`src/rtl/kb_num_entry.sv`:
```
// kb_num_entry: operand-entry stage of the keyboard calculator.
// Collects decimal key presses into a binary operand plus a BCD shadow for
// the display, then offers the operand downstream with a valid/ready handshake.
// Optional feature: define KB_NUM_ENTRY_BACKSPACE_EN to enable BACKSPACE,
// which is backed by a stack of prior accumulator values.
module kb_num_entry #(
  parameter int MAX_DIGITS = 4,
  parameter int VALUE_W    = 14
) (
  input  logic               clk,
  input  logic               rst_n,
  input  logic               key_valid,
  input  logic [4:0]         key_code,
  input  logic               out_ready,
  output logic [VALUE_W-1:0] value,
  output logic               value_valid,
  output logic [15:0]        bcd,
  output logic [2:0]         ndig,
  output logic               err
);

  localparam logic [4:0] KEY_ENTER = 5'h10;
  localparam logic [4:0] KEY_CLEAR = 5'h11;
`ifdef KB_NUM_ENTRY_BACKSPACE_EN
  localparam logic [4:0] KEY_BKSP  = 5'h12;
  localparam int         IDX_W     = (MAX_DIGITS > 1) ? $clog2(MAX_DIGITS) : 1;
`endif

  typedef enum logic [1:0] {IDLE, ENTRY, HOLD} state_t;

  state_t             state;
  logic [VALUE_W-1:0] acc;

  logic               is_digit;
  logic [3:0]         digit;
  logic               ndig_full;
  logic [VALUE_W-1:0] acc_shift;

  assign is_digit  = (key_code <= 5'd9);
  assign digit     = key_code[3:0];
  assign ndig_full = (ndig >= 3'(MAX_DIGITS));
  // acc*10 + d, built from shifts and kept at operand width
  assign acc_shift = (acc << 3) + (acc << 1) + VALUE_W'(digit);

`ifdef KB_NUM_ENTRY_BACKSPACE_EN
  logic [VALUE_W-1:0] stack [MAX_DIGITS];
  logic               push;
  logic [VALUE_W-1:0] pop_val;

  // a digit is accepted when it starts an entry (non-zero in IDLE) or extends one
  assign push    = key_valid && is_digit &&
                   (((state == IDLE) && (digit != 4'd0)) ||
                    ((state == ENTRY) && !ndig_full));
  assign pop_val = stack[IDX_W'(ndig - 3'd1)];

  // save the accumulator as it was before each accepted digit
  always_ff @(posedge clk) begin
    if (push) stack[IDX_W'(ndig)] <= acc;
  end
`endif

  // entry FSM: all key effects and outputs are registered
  always_ff @(posedge clk or negedge rst_n) begin
    if (!rst_n) begin
      state       <= IDLE;
      acc         <= '0;
      value       <= '0;
      value_valid <= 1'b0;
      bcd         <= '0;
      ndig        <= '0;
      err         <= 1'b0;
    end else begin
      err <= 1'b0;
      case (state)
        IDLE, ENTRY: begin
          if (key_valid) begin
            if (is_digit) begin
              if (state == IDLE) begin
                // leading zeros are swallowed silently
                if (digit != 4'd0) begin
                  acc   <= VALUE_W'(digit);
                  bcd   <= {12'h000, digit};
                  ndig  <= 3'd1;
                  state <= ENTRY;
                end
              end else if (ndig_full) begin
                err <= 1'b1;
              end else begin
                acc  <= acc_shift;
                bcd  <= {bcd[11:0], digit};
                ndig <= ndig + 3'd1;
              end
            end else if (key_code == KEY_ENTER) begin
              value       <= acc;
              value_valid <= 1'b1;
              state       <= HOLD;
            end else if (key_code == KEY_CLEAR) begin
              acc   <= '0;
              bcd   <= '0;
              ndig  <= '0;
              state <= IDLE;
`ifdef KB_NUM_ENTRY_BACKSPACE_EN
            end else if (key_code == KEY_BKSP) begin
              if (state == ENTRY) begin
                acc  <= pop_val;
                bcd  <= {4'h0, bcd[15:4]};
                ndig <= ndig - 3'd1;
                if (ndig == 3'd1) state <= IDLE;
              end else begin
                err <= 1'b1;
              end
`endif
            end else begin
              err <= 1'b1;
            end
          end
        end
        HOLD: begin
          // keys are never accepted while an operand is on offer
          if (key_valid) err <= 1'b1;
          if (out_ready) begin
            value_valid <= 1'b0;
            acc         <= '0;
            bcd         <= '0;
            ndig        <= '0;
            state       <= IDLE;
          end
        end
        default: state <= IDLE;
      endcase
    end
  end

endmodule
```
`config.mk`:
```
export PLATFORM = sky130hd
export DESIGN_NAME = kb_num_entry
export DESIGN_NICKNAME = d
export VERILOG_FILES = /design/src/rtl/kb_num_entry.sv
export SDC_FILE = /design/constraint.sdc
export NUM_CORES = 1
export LEC_CHECK = 0
export ABC_CLOCK_PERIOD_IN_PS = 2160
export CAP_MARGIN = 40
export CORE_ASPECT_RATIO = 0.6
export CORE_MARGIN = 10
export CORE_UTILIZATION = 48
export DETAILED_ROUTE_END_ITERATION = 10
export GPL_TIMING_DRIVEN = 1
export PLACE_DENSITY = 0.87
export SLEW_MARGIN = 20
export SYNTH_ARGS = -nofsm -noshare
export SYNTH_HDL_FRONTEND = slang
export SYNTH_SLANG_ARGS = --single-unit
export TNS_END_PERCENT = 100
```
`constraint.sdc`:
```
create_clock -name clk -period 2.16 [get_ports clk]
set_clock_uncertainty 0.05 [all_clocks]
set_input_delay 0.54 -clock clk [delete_from_list [all_inputs] [get_ports clk]]
set_output_delay 0.54 -clock clk [all_outputs]
set_load 0.02 [all_outputs]
```
; Word level (Yosys, flattened, before mapping)
; Index checks and enable logic that the tools add are counted.
[classes]
bitwise_logic = 1
magnitude_cmp = 2
muxes = 48
shift = 0
n_mul = 0
n_eq_ne = 15
div_mod_pow = 0
reduce_logical = 8
n_addsub = 3
[op_table]
columns = op, count
row1 = $mux 16, 8
row2 = $mux 14, 8
row3 = $pmux 16 s2, 1
row4 = $pmux 14 s2, 1
row5 = $mux 3, 8
row6 = $add 14x14->14, 1
row7 = $add 14x4->14, 1
row8 = $mux 2, 7
row9 = $ne 3x3->1 const B, 4
row10 = $ne 4x4->1 const B, 3
row11 = $mux 1, 11
row12 = $eq 5x5->1 const B, 2
row13 = $reduce_and 5->1, 2
row14 = $ne 2x2->1 const B, 4
row15 = $reduce_and 7->1, 1
row16 = $pmux 3 s2, 1
row17 = $le 5x4->1 const B, 1
row18 = $pmux 1 s2, 2
row19 = $pmux 2 s2, 1
row20 = $reduce_and 4->1, 1
row21 = $reduce_bool 4->1, 1
row22 = $add 3x1->3 const B, 1
row23 = $ge 3x3->1 const B, 1
row24 = $eq 2x1->1 const B, 1
row25 = 5 further kinds, 5
[word_totals]
word_cells = 84
mem_bits_ro = 0
input_bits = 9
mem_bits_rw = 0
mem_count = 0
ff_bits = 51
output_inout_bits = 35
latchBits = 0

; Depth between registers and ports, before layout
; Gate-level depths: netlist of the first run.
[logic_depth]
depth_word = 7
mapped_depth = 9

; Least setup slack after synthesis of the first run
; OpenSTA, ideal clock, no wires.
[synth_timing]
path_type = input to register
from = in key_code[3]
to = reg acc[10]
slack_ps = -411
arrival_ps = 2453
stages = 8
path_cell_list = inv_1 > fa_1 > fa_1 > nor2b_1 > o2111ai_1 > and3_1 > or4_1 > nand3_1
[synth_between]
elab_chain_cells = 6
[synth_rtl]
columns = item, line
row1 = start: declaration, 13  ; input logic [4:0] key_code,
row2 = $add 14x4->14, 43  ; assign acc_shift = (acc << 3) + (acc << 1) + VALUE_W'(digit);
row3 = $mux 14, 86  ; end else if (ndig_full) begin
row4 = $mux 14, 78  ; if (state == IDLE) begin
row5 = $mux 14, 77  ; if (is_digit) begin
row6 = $mux 14, 76  ; if (key_valid) begin
row7 = $pmux 14 s2, 74  ; case (state)
row8 = end signal: assignment, 81  ; acc <= VALUE_W'(digit);
row9 = end signal: assignment, 89  ; acc <= acc_shift;
row10 = end: declaration, 32  ; logic [VALUE_W-1:0] acc;
; Several ways; a longest one is shown, not always the timed one. The select of a mux whose other input is x is not followed.
; A chain may end at the register's enable or synchronous reset.

==> key figures, run 1 <==
Status
  – Status: finished with violations
  – Failing checks: negative setup slack

Worst setup path
  – Setup crit end kind: flip-flop
  – FF-to-FF End: acc[10]
  – RR Startpoint: bcd[0]
  – Crit path kind: reg2reg
  – Data arrival, critical path: 2610 ps
  – Worst-path maximum fanout: 2
  – Reg2reg setup slack: -240 ps
  – Type of origin of the critical path: flip-flop
  – Req. time, crit path: 2370 ps
  – Reg2reg path depth: 8

GRT
  – Initial antenna violation count: 0
  – Vias in the first global route: 2364
  – First-pass GRT wire length: 11900 um
  – Tot GR Track Use: 0.154
  – Grt ovf: 0
  – Largest net degree at the start of global routing: 29

Route
  – Average wire per standard cell: 17.0 um
  – Drt pass-1 iters: 4
  – Post-DRT Antenna Nets: 0
  – Iteration-0 DRC Markers: 116
  – Via count: 2351
  – Post-Route WL: 7210 um
  – DR vias/cell: 5.53
  – Residual DRC: 0

Clock tree
  – Num CTS Buffers: 5
  – Clock buffer depth: 2
  – H-Tree Level Count: 2
  – Root Buffer: clkbuf_8
  – Clk sinks: 50
  – CTS tree: done
  – Clock-pin transition on the worst setup and hold timing paths: 100 ps
  – Worst skew pair latency: 320 ps

Timing
  – Fin. Hold Viols: 0
  – Relative slew slack: 0.620
  – Final slew viol count: 0
  – Setup WS post-layout: -240 ps
  – F_max: 0.417 GHz
  – Tightest Pin Transition: 570 ps
  – # setup viols final: 7
  – Tmin final: 2400 ps
  – RSZ-0062 raised after global routing: yes
  – Tcrit/Tclk final: 1.11

Finish
  – Final instance area: 0.00387 mm^2
  – Nets: 378
  – Core Util, Final: 0.692
  – Diodes inserted: 0
  – Area growth from synthesis to layout: 38.8%
  – Fin cells: 425
  – Layout cells sized above 1: 0.275
  – Fillers: 436

Logic synthesis
  – Mapped Nets: 293
  – Synth Instances: 259
  – Number of synthesized flops with an enable pin: 0
  – Sequential fraction of the synthesis area: 0.448
  – Synth cell types: 51
  – Cell Area, Synth: 0.00279 mm^2
  – Yosys reg bits: 50
  – YS warnings: 0
  – Post-synth ARST share: 1.00
  – Main synth FF type: dfrtp_1
  – Mean area per synthesized cell: 10.8 um^2

Run
  – Maxcap violations: 0

Die
  – Num ports: 44
  – Row cnt: 21
  – Core Region: 0.00560 mm^2
  – Starting Density: 0.499
  – Die X: 118 um
  – Area of the die: 0.00936 mm^2
  – Die H: 79.1 um

Place
  – Dpl hpwl: 5550 um
  – Pre-CTS setup slack: -976 ps
  – GP Congestion: 0.947
  – Port bufs: 43
  – Post-DP Area: 0.00368 mm^2
  – Cells after DPL: 416

Pwr
  – Pwr/cell area: 936 mW/mm^2
  – Peak VDD IR: 0.000676 V
  – P_leak: 1.85 nW
  – Total Power: 3.63 mW

Hold path
  – Worst hold path type: in2async
through the flow:
stage          setup TNS [ps]  hold slack (ps)
5_1_grt                 -1360              177
6_report                 -880              153
3_5_place_dp           -24550              424
4_1_cts                  -959              175
3_3_place_gp           -23500              422
2_1_floorplan            -551              194
power by group:
group	internal, mW	switching, mW	leakage (nW)
Sequential	1.12	0.158	0.678
Combinational	0.809	0.840	1.11
Clock	0.353	0.348	0.0563
sequential cells by signal (all words and copies together) (netlist names):
signal	count
acc	13
bcd	16
err	1
ndig	3
state	2
value	14
value_valid	1
metal layers:
metal / vias to the layer above / global-route usage / part of all wire
li1: 1121 / - / -
met1: 1153 / 0.212 / 0.48
met2: 69 / 0.234 / 0.44
met3: 8 / 0.0445 / 0.071
met4: 0 / 0.0388 / 0.0082
met5: - / 0 / 0
cell families after synthesis:
kind of cell               Yosys count  share of synthesized area
adders and majority gates           25                      0.117
muxes                               15                     0.0605
xor gates and xnor gates             8                     0.0251
AOI/OAI and AO/OA                   75                      0.192
and+or+nand+nor                     62                      0.116
buffers and inverters               24                     0.0404
DFF                                 50                      0.448
what timing repair did:
item	CTS	global route
pin swaps	9	8
endpoints found under the hold margin	0	0
gates cloned	0	0
buffers inserted	1	0
hold buffers	0	0
endpoints found under the setup margin	40	10
resized for setup	16	14
worst max path at each step:
stage / startpoint / to / slack (ps) / depth (start not counted)
2_1_floorplan: key_code[3] / acc[10] / -230 / 8
3_3_place_gp: key_code[3] / acc[10] / -940 / 9
3_5_place_dp: key_code[3] / acc[10] / -980 / 9
4_1_cts: acc[2] / acc[10] / -220 / 8
5_1_grt: bcd[0] / acc[10] / -300 / 8
6_report: bcd[0] / acc[10] / -240 / 8
layout make-up:
class / count / area (um^2) / area share
Tap cell: 80 / 100 / 0.0258
Clock inverter: 3 / 48.8 / 0.0126
Clock buffer: 5 / 68.8 / 0.0178
Inverter: 10 / 50.0 / 0.0129
Timing Repair Buffer: 92 / 801 / 0.207
Multi-Input combinational cell: 185 / 1550 / 0.401
Sequential cell: 50 / 1250 / 0.323
cell usage after synthesis, types with 5 or more instances:
master    instances  area share
o31ai_1           6       0.016
a22o_1           13       0.041
mux2_2            7       0.028
buf_2             9       0.016
inv_1            10       0.013
mux2_1            8       0.032
dfrtp_1          50        0.45
nor3_1            6       0.011
nand2_1          24       0.032
xor2_1            5       0.016
o21ai_0           8       0.014
o21ai_1           9       0.016
ha_1             23        0.10
a21oi_1          11       0.020
nand2b_1          6       0.013
cells in the final DEF, fill, tap and decap left out, drive strengths merged, types with 11 or more instances in the layout:
cell type | synthesis | final
a22o | 13 | 13
ha | 23 | 23
a21oi | 11 | 11
buf | 12 | 51
mux2 | 15 | 15
inv | 10 | 11
clkdlybuf4s50 | 0 | 39
o21ai | 17 | 17
nand2 | 24 | 24
dfrtp | 50 | 50
critical path, cell delays in order, from the launching register on:
cell,delay [ps]
dfrtp_1,400
inv_2,80
fa_2,470
fa_2,390
nor2b_2,160
o2111ai_2,120
and3_4,170
or4_1,400
nand3_1,90
No activity file was read; power rests on OpenSTA's default activity.
==> run 2, diff against run 1 <==
--- a/config.mk
+++ b/config.mk
@@ -5,11 +5,11 @@
 export SDC_FILE = /design/constraint.sdc
 export NUM_CORES = 1
 export LEC_CHECK = 0
-export ABC_CLOCK_PERIOD_IN_PS = 2160
+export ABC_CLOCK_PERIOD_IN_PS = 3000
 export CAP_MARGIN = 40
 export CORE_ASPECT_RATIO = 0.6
 export CORE_MARGIN = 10
-export CORE_UTILIZATION = 48
+export CORE_UTILIZATION = 50
 export DETAILED_ROUTE_END_ITERATION = 10
 export GPL_TIMING_DRIVEN = 1
 export PLACE_DENSITY = 0.87
==> constraint.sdc (replaced) <==
create_clock -name clk -period 3 [get_ports clk]
set_clock_uncertainty 0.05 [all_clocks]
set_input_delay 0.75 -clock clk [delete_from_list [all_inputs] [get_ports clk]]
set_output_delay 0.75 -clock clk [all_outputs]
set_load 0.02 [all_outputs]
==> key figures, run 2 (synthesis gave the netlist of run 1 again) <==
Worst setup path
  – Data arrival, critical path: 3120 ps (+510 ps)
  – Setup crit end kind: flip-flop
  – Slowest stage delay, CP: 620 ps (+150 ps)
  – Crit path cell chain: clkdlybuf4s50_1 -> ha_1 -> ha_1 -> inv_1 -> fa_2 -> nor2b_2 -> o2111ai_2 -> and3_1 -> or4_1 -> nand3_1
  – Most frequent CP cell: ha_1
  – RR Startpoint: bcd[0]
  – Req. time, crit path: 3210 ps (+840 ps)
  – Cell family with most CP delay: simple AND/OR/NAND/NOR gates
  – Buffer and inverter count on the worst path: 2 (+1)
  – Critical Path Start: key_code[1]
  – Type of origin of the critical path: input port
  – Crit path max-delay cell type: clkdlybuf4s50_1
  – Crit path kind: in2reg
  – Worst-path maximum fanout: 6 (+4)

GRT
  – Tot GR Track Use: 0.156 (+0.00151)
  – Largest net degree at the start of global routing: 33 (+14%)
  – Grt ovf: 0 (unchanged)
  – First-pass GRT wire length: 11500 um (-3.9%)
  – Vias in the first global route: 2219 (-6.1%)
  – Initial antenna violation count: 0 (unchanged)

Hold path
  – Worst hold path type: in2async

Place
  – GP Congestion: 0.957 (+1.1%)
  – Dpl hpwl: 5170 um (-6.7%)
  – Port bufs: 43 (unchanged)

Clock tree
  – H-Tree Level Count: 2 (unchanged)
  – Clk sinks: 50 (unchanged)
  – Root Buffer: clkbuf_8
  – CTS tree: done
  – Num CTS Buffers: 5 (unchanged)
  – Clock-pin transition on the worst setup and hold timing paths: 100 ps (about the same)
  – Clock buffer depth: 2 (unchanged)
  – Worst skew pair latency: 330 ps (about the same)

Timing
  – F_max: 0.344 GHz
  – Hold_ws: 309 ps (+156 ps)
  – Relative slew slack: 0.596 (-0.0246)
  – # setup viols final: 0 (-7)
  – Tcrit/Tclk final: 0.968
  – Fin. Hold Viols: 0 (unchanged)
  – Tmin final: 2900 ps
  – Final TNS setup: 0 ps (+880 ps)
  – Tightest Pin Transition: 605 ps (+35.4 ps)
  – Final slew viol count: 0 (unchanged)

Die
  – Area of the die: 0.00907 mm^2 (-3.2%)
  – Die X: 116 um (-1.7%)
  – Die H: 77.9 um (-1.5%)
  – Starting Density: 0.533 (+0.0349)
  – Row cnt: 20 (-4.8%)
  – Num ports: 44 (unchanged)
  – Core Region: 0.00523 mm^2 (-6.6%)

Run
  – Maxcap violations: 0 (unchanged)

Finish
  – Largest registers: bcd x16, value x14, acc x13
  – Largest Register: bcd
  – Nets: 342 (-9.5%)
  – Max reg flops: 16 (unchanged)
  – Commonest non-fill, non-tap cells in the layout: 50 x dfrtp_1, 40 x clkdlybuf4s50_1, 24 x nand2_1, 22 x ha_1, 13 x a22o_1
  – Area growth from synthesis to layout: 25.6%
  – Diodes inserted: 0 (unchanged)
  – Commonest non-fill, non-tap cell in the layout: dfrtp_1
  – Fillers: 402 (-7.8%)
  – Layout cells sized above 1: 0.139 (-0.136)
  – Register area: 0.00125 mm^2 (unchanged)
  – Area taken by multi-input logic gates: 0.00148 mm^2 (-4.7%)

Route
  – Residual DRC: 0 (unchanged)
  – Post-DRT Antenna Nets: 0 (unchanged)
  – Via count: 2284 (-2.8%)
  – DR vias/cell: 6.09 (+10%)
  – Drt pass-1 iters: 5 (+1)
  – Post-Route WL: 7050 um (-2.2%)
  – Average wire per standard cell: 18.8 um (+11%)
  – Iteration-0 DRC Markers: 197 (+70%)

Status
  – Status: finished clean

Pwr
  – Peak VDD IR: 0.000474 V (-30%)
  – Total Power: 2.36 mW (-35%)
  – Pwr/cell area: 674 mW/mm^2 (-28%)
  – P_leak: 1.68 nW (-9.2%)
==> run 2: per-layer routing <==
layer,share of wire,up-vias,GRT usage,routed length [um]
met5,0,-,0,0
met4,0.013,0,0.0448,90
met3,0.097,12,0.0530,684
met2,0.42,104,0.219,2990
met1,0.47,1112,0.219,3290
li1,-,1056,-,-
==> run 2: worst paths after layout <==
kind | endpoint | slack (ps) | cells past startpoint
max in group asynchronous | bcd[0] | 1820 | 2
min in group clk | value[5] | 440 | 1
hold reg to reg | value[5] | 440 | 1
setup / recovery | acc[10] | 100 | 10
hold / removal | value[9] | 310 | 1
setup reg to reg | acc[10] | 390 | 8
==> run 2: timing repair <==
action,in CTS,in global routing
hold buffers,0,0
gates resized for setup,4,10
endpoints found under the setup margin,3,4
buffers inserted,0,1
pin swaps,1,5
==> run 2: power breakdown <==
part	internal, mW	leakage, nW	total, mW	switching [mW]
Clock	0.175	0.0506	0.438	0.263
Combinational	0.445	0.949	0.981	0.536
Sequential	0.806	0.678	0.941	0.135
==> run 2: per-stage QoR <==
stage | utilization | instance area, um^2 | setup WS, ps | std cells
final | 0.670 | 3500 | 96.9 | 375
after global routing | 0.670 | 3500 | -14.5 | 375
after CTS | 0.661 | 3460 | 7.86 | 374
after detailed placement | 0.640 | 3350 | -428 | 366
after global placement | 0.640 | 3350 | -354 | 366
after floorplan | - | 2790 | 219 | 259
==> run 2: final cells by class <==
class,instances,area share
timing repair buffer,56,0.158
sequential,50,0.357
inverter,10,0.0107
clock buffer,5,0.0196
clock inverter,3,0.00821
tap,66,0.0236
multi-input combinational,185,0.423
==> run 3, diff against run 2 <==
--- a/config.mk
+++ b/config.mk
@@ -12,7 +12,7 @@
 export CORE_UTILIZATION = 50
 export DETAILED_ROUTE_END_ITERATION = 10
 export GPL_TIMING_DRIVEN = 1
-export PLACE_DENSITY = 0.87
+export PLACE_DENSITY = 0.75
 export SLEW_MARGIN = 20
 export SYNTH_ARGS = -nofsm -noshare
 export SYNTH_HDL_FRONTEND = slang
==> key figures, run 3 (synthesis gave the netlist of run 1 again) <==
Timing
  – # setup viols final: 0 (unchanged)
  – Tcrit/Tclk final: 0.964 (-0.00370)
  – Tmin final: 2890 ps (-11.1 ps)
  – Final TNS setup: 0 ps (unchanged)
  – Hold_ws: 356 ps (+47.3 ps)
  – Setup WS post-layout: 108 ps (+11.1 ps)
  – Final slew viol count: 0 (unchanged)
  – Tightest Pin Transition: 499 ps (-106 ps)
  – F_max: 0.346 GHz (+0.38%)
  – Fin. Hold Viols: 0 (unchanged)
  – Relative slew slack: 0.659 (+0.0633)

Finish
  – Nets: 347 (+1.5%)
  – Largest Register: bcd
  – Fillers: 379 (-5.7%)
  – Fin cells: 380 (+1.3%)
  – Commonest non-fill, non-tap cell in the layout: dfrtp_1
  – Area growth from synthesis to layout: 27.0%
  – Layout cells sized above 1: 0.153 (+0.0137)
  – Final instance area: 0.00354 mm^2 (+1.1%)
  – Largest registers: bcd x16, value x14, acc x13
  – Core Util, Final: 0.678 (+0.00766)
  – Commonest non-fill, non-tap cells in the layout: 50 x dfrtp_1, 41 x clkdlybuf4s50_1, 24 x nand2_1, 21 x ha_1, 18 x buf_4
  – Max reg flops: 16 (unchanged)
  – Diodes inserted: 0 (unchanged)
  – Area taken by multi-input logic gates: 0.00149 mm^2 (+0.68%)
  – Register area: 0.00125 mm^2 (unchanged)

Die
  – Row cnt: 20 (unchanged)
  – Core Region: 0.00523 mm^2 (unchanged)
  – Die H: 77.9 um (unchanged)
  – Area of the die: 0.00907 mm^2 (unchanged)
  – Die X: 116 um (unchanged)
  – Num ports: 44 (unchanged)
  – Starting Density: 0.533 (unchanged)

GRT
  – Tot GR Track Use: 0.154 (-0.00191)
  – Grt ovf: 0 (unchanged)
  – Vias in the first global route: 2167 (-2.3%)
  – First-pass GRT wire length: 11300 um (-1.7%)
  – Largest net degree at the start of global routing: 30 (-9.1%)
  – Initial antenna violation count: 0 (unchanged)

Pwr
  – P_leak: 1.68 nW (about the same)
  – Peak VDD IR: 0.000352 V (-26%)
  – Total Power: 2.42 mW (+2.5%)
  – Pwr/cell area: 683 mW/mm^2 (+1.4%)

Worst setup path
  – RR Startpoint: acc[2]
  – Crit path max-delay cell type: clkdlybuf4s50_1
  – Setup crit end kind: flip-flop
  – Data arrival, critical path: 3100 ps (-20 ps)
  – Worst-path maximum fanout: 2 (-4)
  – FF-to-FF End: acc[13]
  – Crit path cell chain: clkdlybuf4s50_1 -> ha_4 -> ha_1 -> inv_1 -> fa_2 -> nor2b_2 -> o2111ai_1 -> and3_1 -> or4_1 -> nand3_1
  – Reg2reg path depth: 9 (+1)
  – Slowest stage delay, CP: 500 ps (-120 ps)
  – Crit path kind: in2reg
  – Req. time, crit path: 3210 ps (about the same)
  – Type of origin of the critical path: input port
  – Buffer and inverter count on the worst path: 2 (unchanged)
  – Critical Path Start: key_code[2]
  – Reg2reg setup slack: 500 ps (+110 ps)
  – Cell family with most CP delay: adder cells

Place
  – Dpl hpwl: 5260 um (+1.7%)
  – GP Congestion: 0.957 (about the same)
  – Port bufs: 43 (unchanged)
  – Pre-CTS setup slack: -387 ps (+40.9 ps)
  – Cells after DPL: 372 (+1.6%)
  – Post-DP Area: 0.00337 mm^2 (+0.60%)

Clock tree
  – Post-CTS setup buffer count: 0 (unchanged)
  – Hold_buf cts: 0 (unchanged)
  – Root Buffer: clkbuf_8
  – Clk sinks: 50 (unchanged)
  – Worst skew pair latency: 310 ps (-20 ps)
  – H-Tree Level Count: 2 (unchanged)
  – Num CTS Buffers: 5 (unchanged)
  – Clock buffer depth: 2 (unchanged)
  – Clock-pin transition on the worst setup and hold timing paths: 100 ps (about the same)
  – CTS tree: done

Route
  – Post-Route WL: 6970 um (-1.2%)
  – Residual DRC: 0 (unchanged)
  – Average wire per standard cell: 18.3 um (-2.5%)
  – Post-DRT Antenna Nets: 0 (unchanged)
  – DR vias/cell: 5.97 (-2.1%)
  – Iteration-0 DRC Markers: 289 (+47%)
  – Via count: 2267 (-0.74%)
  – Drt pass-1 iters: 5 (unchanged)

Run
  – Maxcap violations: 0 (unchanged)

Hold path
  – Worst hold path type: in2async

Status
  – Status: finished clean
[run 3: routing by layer]
| layer | global-route usage | vias up | wire [um] |
|---|---|---|---|
| li1 | - | 1062 | - |
| met1 | 0.226 | 1088 | 3440 |
| met2 | 0.199 | 105 | 2780 |
| met3 | 0.0522 | 12 | 674 |
| met4 | 0.0547 | 0 | 69 |
| met5 | 0 | - | 0 |
[run 3: worst register-to-register path, cell delays in order (launching register included)]
cell,delay (ps)
dfrtp_1,410
inv_1,80
fa_2,560
inv_1,80
ha_4,240
a211oi_2,260
o21bai_2,150
o2111ai_2,200
mux2_2,350
nand2_1,50
[run 3: worst max-delay path by stage]
stage | endpoint | slack [ps] | depth (start not counted)
finish | acc[10] | 110 | 10
global placement | acc[10] | -330 | 9
global route | acc[10] | -3 | 10
detailed placement | acc[10] | -390 | 9
floorplan | acc[10] | 220 | 8
CTS | acc[13] | 20 | 10
[run 3: report_power, final]
| group | switching (mW) | internal, mW | total [mW] |
|---|---|---|---|
| combinational | 0.535 | 0.447 | 0.981 |
| clock | 0.242 | 0.254 | 0.496 |
| sequential | 0.135 | 0.806 | 0.941 |
| total | 0.912 | 1.51 | 2.42 |
[run 3: what timing repair did]
item,4_1_cts,5_1_grt
pin swaps,2,6
endpoints found under the setup margin,3,6
gates resized for setup,3,10
[run 3: cell type report]
| class | count | share of cell area |
|---|---|---|
| Clock buffer | 5 | 0.0194 |
| Clock inverter | 3 | 0.0138 |
| Inverter | 10 | 0.0106 |
| Multi-Input combinational cell | 185 | 0.421 |
| Sequential cell | 50 | 0.353 |
| Tap cell | 66 | 0.0233 |
| Timing Repair Buffer | 61 | 0.159 |
